$ cat config.mk
export PLATFORM = sky130hd
export DESIGN_NAME = ncore_game
export DESIGN_NICKNAME = d
export VERILOG_FILES = /design/src/rtl/ncore_pkg.sv /design/src/rtl/ncore_win_detect.sv /design/src/rtl/ncore_game.sv
export SDC_FILE = /design/constraint.sdc
export NUM_CORES = 1
export LEC_CHECK = 0
export CAP_MARGIN = 0
export CORE_UTILIZATION = 55
export DETAILED_ROUTE_END_ITERATION = 8
export DONT_BUFFER_PORTS = 1
export PLACE_DENSITY = 0.7
export SLEW_MARGIN = 0
export SYNTH_ARGS = -nofsm -noshare
export SYNTH_HDL_FRONTEND = slang
export SYNTH_SLANG_ARGS = --single-unit
$ cat constraint.sdc
create_clock -name ph2_ncore -period 3.91 [get_ports ph2_ncore]
set_clock_uncertainty 0.2 [all_clocks]
set_input_delay 0.782 -clock ph2_ncore [delete_from_list [all_inputs] [get_ports ph2_ncore]]
set_output_delay 0.782 -clock ph2_ncore [all_outputs]
set_load 0.01 [all_outputs]
$ cat src/rtl/ncore_pkg.sv
// Shared types and helpers for the N x N, K-in-a-row game engine.
package ncore_pkg;

    typedef enum logic [1:0] {
        EMPTY = 2'b00,
        P1    = 2'b01,
        P2    = 2'b10
    } cell_t;

    typedef enum logic [1:0] {
        P1_TURN = 2'b00,
        P2_TURN = 2'b01,
        CHECK   = 2'b10,
        DONE    = 2'b11
    } state_t;

    typedef enum logic [1:0] {
        NONE = 2'b00,
        P1W  = 2'b01,
        P2W  = 2'b10,
        DRAW = 2'b11
    } winner_t;

    function automatic int cell_idx(input int n, input int row, input int col);
        return row * n + col;
    endfunction

endpackage

$ cat src/rtl/ncore_win_detect.sv
// Combinational K-in-a-row detector: scans every horizontal, vertical,
// diagonal and anti-diagonal K-window of the board for the given player.
module ncore_win_detect
    import ncore_pkg::*;
#(
    parameter int N = 3,
    parameter int K = 3
) (
    input  logic [2*N*N-1:0] board,
    input  cell_t            player,
    output logic             hasWin
);

    localparam int NDIR = 4;

    logic [NDIR*N*N-1:0] hits;

    // Walks K cells from start with a fixed index stride.
    function automatic logic lineMatch(input logic [2*N*N-1:0] b, input cell_t p,
                                       input int start, input int step);
        logic m;
        m = 1'b1;
        for (int k = 0; k < K; k++) begin
            m &= (b[2*(start + k*step) +: 2] == p);
        end
        return m;
    endfunction

    for (genvar r = 0; r < N; r++) begin : gRow
        for (genvar c = 0; c < N; c++) begin : gCol
            localparam int S = cell_idx(N, r, c);
            localparam int B = NDIR * S;

            if (c + K <= N) begin : gHor
                assign hits[B] = lineMatch(board, player, S, 1);
            end else begin : gHorNone
                assign hits[B] = 1'b0;
            end

            if (r + K <= N) begin : gVer
                assign hits[B+1] = lineMatch(board, player, S, N);
            end else begin : gVerNone
                assign hits[B+1] = 1'b0;
            end

            if ((r + K <= N) && (c + K <= N)) begin : gDiag
                assign hits[B+2] = lineMatch(board, player, S, N + 1);
            end else begin : gDiagNone
                assign hits[B+2] = 1'b0;
            end

            if ((r + K <= N) && (c >= K - 1)) begin : gAnti
                assign hits[B+3] = lineMatch(board, player, S, N - 1);
            end else begin : gAntiNone
                assign hits[B+3] = 1'b0;
            end
        end
    end

    assign hasWin = |hits;

endmodule

$ cat src/rtl/ncore_game.sv
// N x N, K-in-a-row two-player game engine: move legality, turn tracking,
// one-cycle win/draw evaluation and restart without reset.
//   state   | meaning
//   P1_TURN | waiting for a player-1 move
//   P2_TURN | waiting for a player-2 move
//   CHECK   | evaluating the last move on the registered board
//   DONE    | game over, board and winner held until newGame/reset
module ncore_game
    import ncore_pkg::*;
#(
    parameter int N  = 3,
    parameter int K  = 3,
    parameter int IW = $clog2(N*N)
) (
    input  logic                      ph2_ncore,
    input  logic                      reset_ncore,
    input  logic                      isPlayer1Start_ncore,
    input  logic                      newGame_ncore,
    input  logic                      playerWrite_ncore,
    input  logic [IW-1:0]             playerInput_ncore,
    output logic [2*N*N-1:0]          gBoard_ncore,
    output logic [1:0]                gameState_ncore,
    output logic [1:0]                winner_ncore,
    output logic                      moveAck_ncore,
    output logic                      moveErr_ncore,
    output logic [$clog2(N*N+1)-1:0]  moveCount_ncore
);

    localparam int CELLS = N * N;
    localparam int CW    = $clog2(N*N + 1);
    localparam logic [CW-1:0] FULL = CW'(CELLS);

    state_t            state, stateNext, startState;
    winner_t           winner;
    cell_t             lastMover, moverCode;
    logic [2*N*N-1:0]  board;
    logic [CW-1:0]     moveCount;
    logic              moveAck, moveErr;
    logic [1:0]        targetCell;
    logic              inTurn, acceptMove, rejectMove, hasWin;

    ncore_win_detect #(.N(N), .K(K)) uWinDetect (
        .board  (board),
        .player (lastMover),
        .hasWin (hasWin)
    );

    always_ff @(posedge ph2_ncore) begin
        if (reset_ncore || newGame_ncore) begin
            state <= startState;
        end else begin
            state <= stateNext;
        end
    end

    always_comb begin
        stateNext = state;
        case (state)
            P1_TURN, P2_TURN: if (acceptMove) stateNext = CHECK;
            CHECK: begin
                if (hasWin || moveCount == FULL) begin
                    stateNext = DONE;
                end else begin
                    stateNext = (lastMover == P1) ? P2_TURN : P1_TURN;
                end
            end
            default: stateNext = DONE;
        endcase
    end

    // Out-of-range indices read as an occupied cell so they are rejected.
    always_comb begin
        targetCell = 2'b11;
        for (int i = 0; i < CELLS; i++) begin
            if (int'(playerInput_ncore) == i) targetCell = board[2*i +: 2];
        end
        startState      = isPlayer1Start_ncore ? P1_TURN : P2_TURN;
        moverCode       = (state == P2_TURN) ? P2 : P1;
        inTurn          = (state == P1_TURN) || (state == P2_TURN);
        acceptMove      = playerWrite_ncore && inTurn && (targetCell == EMPTY);
        rejectMove      = playerWrite_ncore && !acceptMove;
        gameState_ncore = state;
    end

    always_ff @(posedge ph2_ncore) begin
        if (reset_ncore || newGame_ncore) begin
            board     <= '0;
            winner    <= NONE;
            moveCount <= '0;
            moveAck   <= 1'b0;
            moveErr   <= 1'b0;
            lastMover <= P1;
        end else begin
            moveAck <= acceptMove;
            moveErr <= rejectMove;
            if (acceptMove) begin
                for (int i = 0; i < CELLS; i++) begin
                    if (int'(playerInput_ncore) == i) board[2*i +: 2] <= moverCode;
                end
                moveCount <= moveCount + CW'(1);
                lastMover <= moverCode;
            end
            if (state == CHECK) begin
                if (hasWin) begin
                    winner <= (lastMover == P1) ? P1W : P2W;
                end else if (moveCount == FULL) begin
                    winner <= DRAW;
                end
            end
        end
    end

    assign gBoard_ncore    = board;
    assign winner_ncore    = winner;
    assign moveAck_ncore   = moveAck;
    assign moveErr_ncore   = moveErr;
    assign moveCount_ncore = moveCount;

endmodule

==> results of run 1 <==
-- critical path, cell delays in order --
cell and delay, ps:
nor2b_1 450, a31oi_2 220, a21oi_2 220, and3_1 660
or3_1 230
-- per-layer routing --
layer | vias up | share of wire [%]
met4 | 0 | 2.5
li1 | 763 | -
met3 | 14 | 9.2
met1 | 745 | 42
met2 | 85 | 46
met5 | - | 0
-- logic make-up after synthesis --
group / after synthesis / synth area share, %
adders and majority gates: 2 / 1.44
DFF: 30 / 35.6
AOI/OAI and AO/OA: 49 / 20.0
xor gates and xnor gates: 8 / 4.02
buffers and inverters: 15 / 6.39
and+or+nand+nor: 102 / 32.6
-- synth_stat cells (2+ instances only) --
cell type,instances
a21oi_1,8
a41oi_1,2
and3_1,15
buf_2,2
buf_6,5
clkbuf_1,3
dfxtp_1,28
edfxtp_1,2
ha_1,2
inv_1,2
nand2_1,21
nand3_1,3
nand4_1,8
nor2_1,16
nor2b_1,3
nor3_1,17
nor3b_2,2
o211ai_1,5
o21a_1,2
o21ai_0,2
o21ai_1,9
o22ai_1,6
o31ai_1,3
or3_1,2
or4_1,2
xnor2_1,7
-- report_power, final --
group	switching [mW]	total, mW	internal [mW]	leakage [nW]
Combinational	0.0326	0.0519	0.0193	0.363
Sequential	0.0124	0.327	0.314	0.247
Clock	0.117	0.204	0.0863	0.0343
-- path summary, 6_finish.rpt --
check	from	to	slack, ps	depth (start not counted)
setup / recovery	playerInput_ncore[2]	gameState_ncore[0]$_DFFE_PP_	1200	5
hold / removal	gBoard_ncore[10]$_SDFFE_PP0P_	gBoard_ncore[10]$_SDFFE_PP0P_	370	2
setup reg to reg	gBoard_ncore[1]$_SDFFE_PP0P_	gameState_ncore[0]$_DFFE_PP_	1400	5
hold reg to reg	gBoard_ncore[10]$_SDFFE_PP0P_	gBoard_ncore[10]$_SDFFE_PP0P_	370	2
-- cell type report --
type / count / area [um2]
Timing Repair Buffer: 1 / 7.51
Inverter: 2 / 7.51
Sequential cell: 30 / 621
Clock buffer: 6 / 51.3
Tap cell: 44 / 55.1
Multi-Input combinational cell: 161 / 1010
Clock inverter: 2 / 12.5
Fill cell: 279 / 1260
-- flip-flops by register name, indices dropped and copies added (netlist names) --
| signal | cells |
|---|---|
| gBoard_ncore | 18 |
| moveCount_ncore | 4 |
| gameState_ncore | 2 |
| lastMover | 2 |
| winner_ncore | 2 |
| moveAck_ncore | 1 |
| moveErr_ncore | 1 |
==> reports/metrics.cfg, run 1 <==
[route]
first_iter_violations=146
via_per_inst=6.53
wl_mm=4.40
drt_first_pass_iters=5
routedWlPerCell_um=17.9
drc=0
antenna_left=0
vias=1607

[clock_network]
htreeDepth=2
cts_tree=done
cts_buffer_depth=2
cts.sinks=30
clk_pin_slew_ps=100
clkLatencyLatePin_ps=350
cts_buffers=5
postCtsSetupBuffers=0
cts_hold_buf=0
cts_resized=0
root_buffer=clkbuf_4

[timing]
worst_pin_slew_ps=725
max-slew-margin-rel_pct=51.7
post-route-period-util_pct=69.3
finalSetupViolations=0
fin_tns_setup_ps=0
hold_ws_ps=370
hold_viol_final=0
drv_slew=0
rsz0062_at_grt=false
fmax_mhz=369
min_period_ps=2710
setup_ws_ps=1200

[floorplanning]
dieArea_um2=3400
die_x_um=58.3
die_y_um=58.3
initial_core_util_pct=57.6
rows=20
ioPinCount=37
core-area_um2=3030

[yosys]
synth_nets=217
synth_area_leaders=dfxtp_1, and3_1, nor3_1
ys_warn_count=0
synth.top_cell.area_share_pct=32.2
async_flop_share_pct=0
synthDistinctLibCells=55
avgSynthCellArea_um2=8.46
ys_ff_latch=30
synth-main-ff-cell=dfxtp_1
synth-edff-count=2
netlist_area_um2=1740
synth_cells=206
yosys.area.top_type=dfxtp_1
ys_seq_area_share_pct=35.6

[grt]
groute.layer.met1.usage_pct=36.2
use_met2_pct=43.5
grt_use_met3_pct=10.1
grt_pass1_vias=1452
grtUsageTotal_pct=28.4
grt_max_degree=23
gr-total-overflow=0
antenna_found_initial=0
busiest_layer=met2
grt_pass1_wl_mm=7.16

[placement]
portBuffers=0
place_congestion=0.855
dp_hpwl_mm=3.03
place_ws_ps=886
placedInstanceArea_um2=1700
dp_cells=238

[final_layout]
area_growth_pct=1.29
most-common-layout-cells=dfxtp_1, nand2_1, nor3_1, nor2_1, and3_1
final_nets=212
final-instance-count-excl-fill=246
postLayoutCellArea_um2=1770
final_common_cell=dfxtp_1
diodes=0
fin_util_pct=58.3
drive_gt1_share_pct=9.90

[power_and_ir_drop]
total_power_mw=0.582
max-vdd-ir-drop_uv=223
power.leakage_nw=0.645
power_density_nw_per_um2=330

[min_path]
hp-class=reg2reg

[worst_setup_path]
end_kind=register
worstPathMaxFanout=19
crit_required_ps=3780
crit_arrival_ps=2570
start_kind=input port
critical_path_class=in2reg

[job]
cap_violations=0

[run_status]
status=finished clean

(Power assumes the default switching activity.)
==> run 2: changes to the inputs <==
==> constraint.sdc (replaced) <==
create_clock -name ph2_ncore -period 2.65 [get_ports ph2_ncore]
set_clock_uncertainty 0.2 [all_clocks]
set_input_delay 0.53 -clock ph2_ncore [delete_from_list [all_inputs] [get_ports ph2_ncore]]
set_output_delay 0.53 -clock ph2_ncore [all_outputs]
set_load 0.01 [all_outputs]
==> reports/metrics.cfg, run 2 (synthesis gave the netlist of run 1 again) <==
[timing]
hold_viol_final=0  ; unchanged
min_period_ps=2330
finalSetupViolations=0  ; unchanged
post-route-period-util_pct=87.8
rsz0062_at_grt=false
fmax_mhz=430
max-slew-margin-rel_pct=59.0  ; +7.4 points
fin_tns_setup_ps=0  ; unchanged
drv_slew=0  ; unchanged
worst_pin_slew_ps=614  ; -112 ps

[clock_network]
cts_resized=0  ; unchanged
cts_buffers=5  ; unchanged
clkLatencyLatePin_ps=330  ; -20 ps
postCtsSetupBuffers=0  ; unchanged
htreeDepth=2  ; unchanged
cts_buffer_depth=2  ; unchanged
cts.sinks=30  ; unchanged
root_buffer=clkbuf_4
clk_pin_slew_ps=90  ; about the same
cts_hold_buf=0  ; unchanged
cts_tree=done

[placement]
place_congestion=0.858  ; +0.33%
placedInstanceArea_um2=1720  ; +1.3%
portBuffers=0  ; unchanged
dp_hpwl_mm=3.11  ; +2.5%

[final_layout]
area_growth_pct=1.72
drive_gt1_share_pct=9.76  ; -0.14 points
largest_reg_flops=18  ; unchanged
final_common_cell=dfxtp_1
postLayoutCellArea_um2=1770  ; +0.43%
final_nets=215  ; +1.4%
most-common-layout-cells=dfxtp_1, nand2_1, nor3_1, nor2_1, and3_1
diodes=0  ; unchanged

[route]
vias=1570  ; -2.3%
first_iter_violations=111  ; -24%
drc=0  ; unchanged
wl_mm=4.34  ; -1.3%
via_per_inst=6.31  ; -3.5%
routedWlPerCell_um=17.4  ; -2.5%
drt_first_pass_iters=4  ; -1
antenna_left=0  ; unchanged

[worst_setup_path]
cpPeakStageDelay_ps=720  ; +60 ps
start_kind=register
worstPathMaxFanout=19  ; unchanged
crit_buf_inv=0  ; unchanged
crit_family=compound AO/OA/AOI/OAI gates
crit_chain=nor3_1 > o22ai_1 > a21oi_1 > a311o_1 > o31a_1 > o221a_1
end_kind=register
critical_path_class=reg2reg
cp_slowest_cell=dfxtp_1
crit_required_ps=2680  ; -1100 ps
crit_arrival_ps=2360  ; -210 ps

[power_and_ir_drop]
power.switching_mw=0.220  ; +36%
clockPowerShare_pct=31.5  ; -3.5 points
comb_power_share_pct=9.8  ; +0.9 points
switching_share_pct=26.8  ; -1.1 points
p_seq_share_pct=58.7  ; +2.6 points
power.internal_mw=0.602  ; +43%
power_density_nw_per_um2=463  ; +41%
power.leakage_nw=0.653  ; +1.2%
max-vdd-ir-drop_uv=274  ; +23%

[floorplanning]
die_x_um=58.3  ; unchanged
rows=20  ; unchanged
core-area_um2=3030  ; unchanged
dieArea_um2=3400  ; unchanged
initial_core_util_pct=57.6  ; unchanged
ioPinCount=37  ; unchanged
die_y_um=58.3  ; unchanged

[grt]
grt_pass1_vias=1497  ; +3.1%
antenna_found_initial=0  ; unchanged
grt_pass1_wl_mm=7.16  ; unchanged
gr-total-overflow=0  ; unchanged
grtUsageTotal_pct=28.3  ; -0.16 points
grt_max_degree=23  ; unchanged

[job]
cap_violations=0  ; unchanged

[min_path]
hp-class=in2reg

[run_status]
status=finished clean

run 2: worst paths after layout:
kind	end	slack (ps)	cells past startpoint	start
max	winner_ncore[0]$_SDFFE_PP0P_	320	6	lastMover[0]$_SDFFE_PP1P_
min	gBoard_ncore[7]$_SDFFE_PP0P_	150	2	playerInput_ncore[1]
max reg2reg	winner_ncore[0]$_SDFFE_PP0P_	320	6	lastMover[0]$_SDFFE_PP1P_
min reg2reg	gBoard_ncore[10]$_SDFFE_PP0P_	370	2	gBoard_ncore[10]$_SDFFE_PP0P_
run 2: worst reg2reg max path, delay by kind of cell, from the launching register on:
kind,cells,cell delay [ps]
AO/OA/AOI/OAI,5,1220
flip-flops,1,720
AND/OR/NAND/NOR,1,90
run 2: per-stage QoR:
step                power [mW]  setup WS, ps  hold WS (ps)  utilization [%]  std cells
global placement         0.569           411           344             56.9        241
global route             0.853           198           150             58.6        249
finish                   0.822           323           151             58.6        249
floorplan                0.563           345           305                -        206
detailed placement       0.573           336           358             56.9        241
CTS                      0.825           356           138             58.6        249
run 2: area by class of cell:
class	count	area, um2
fillers	279	1250
inverters	2	7.51
repair buffers	4	30.0
clock buffers	8	48.8
flip-flops and latches	30	621
multi-input cells	161	1010
well taps	44	55.1
run 2: power groups by stage:
| stage | logic, mW | clock network (mW) | registers [mW] |
|---|---|---|---|
| finish | 0.0805 | 0.259 | 0.482 |
| CTS | 0.0801 | 0.263 | 0.482 |
| detailed placement | 0.0798 | 0 | 0.493 |
| floorplan | 0.0786 | 0 | 0.485 |
| global placement | 0.0768 | 0 | 0.492 |
| global route | 0.0896 | 0.279 | 0.484 |
run 2: routing by layer:
metal / wire, um / vias to the layer above / share of wire, % / track usage [%]
li1: - / 766 / - / -
met3: 257 / 10 / 5.9 / 7.91
met5: 0 / - / 0 / 0
met1: 1930 / 739 / 44 / 36.5
met2: 2080 / 55 / 48 / 45.8
met4: 75 / 0 / 1.7 / 9.52
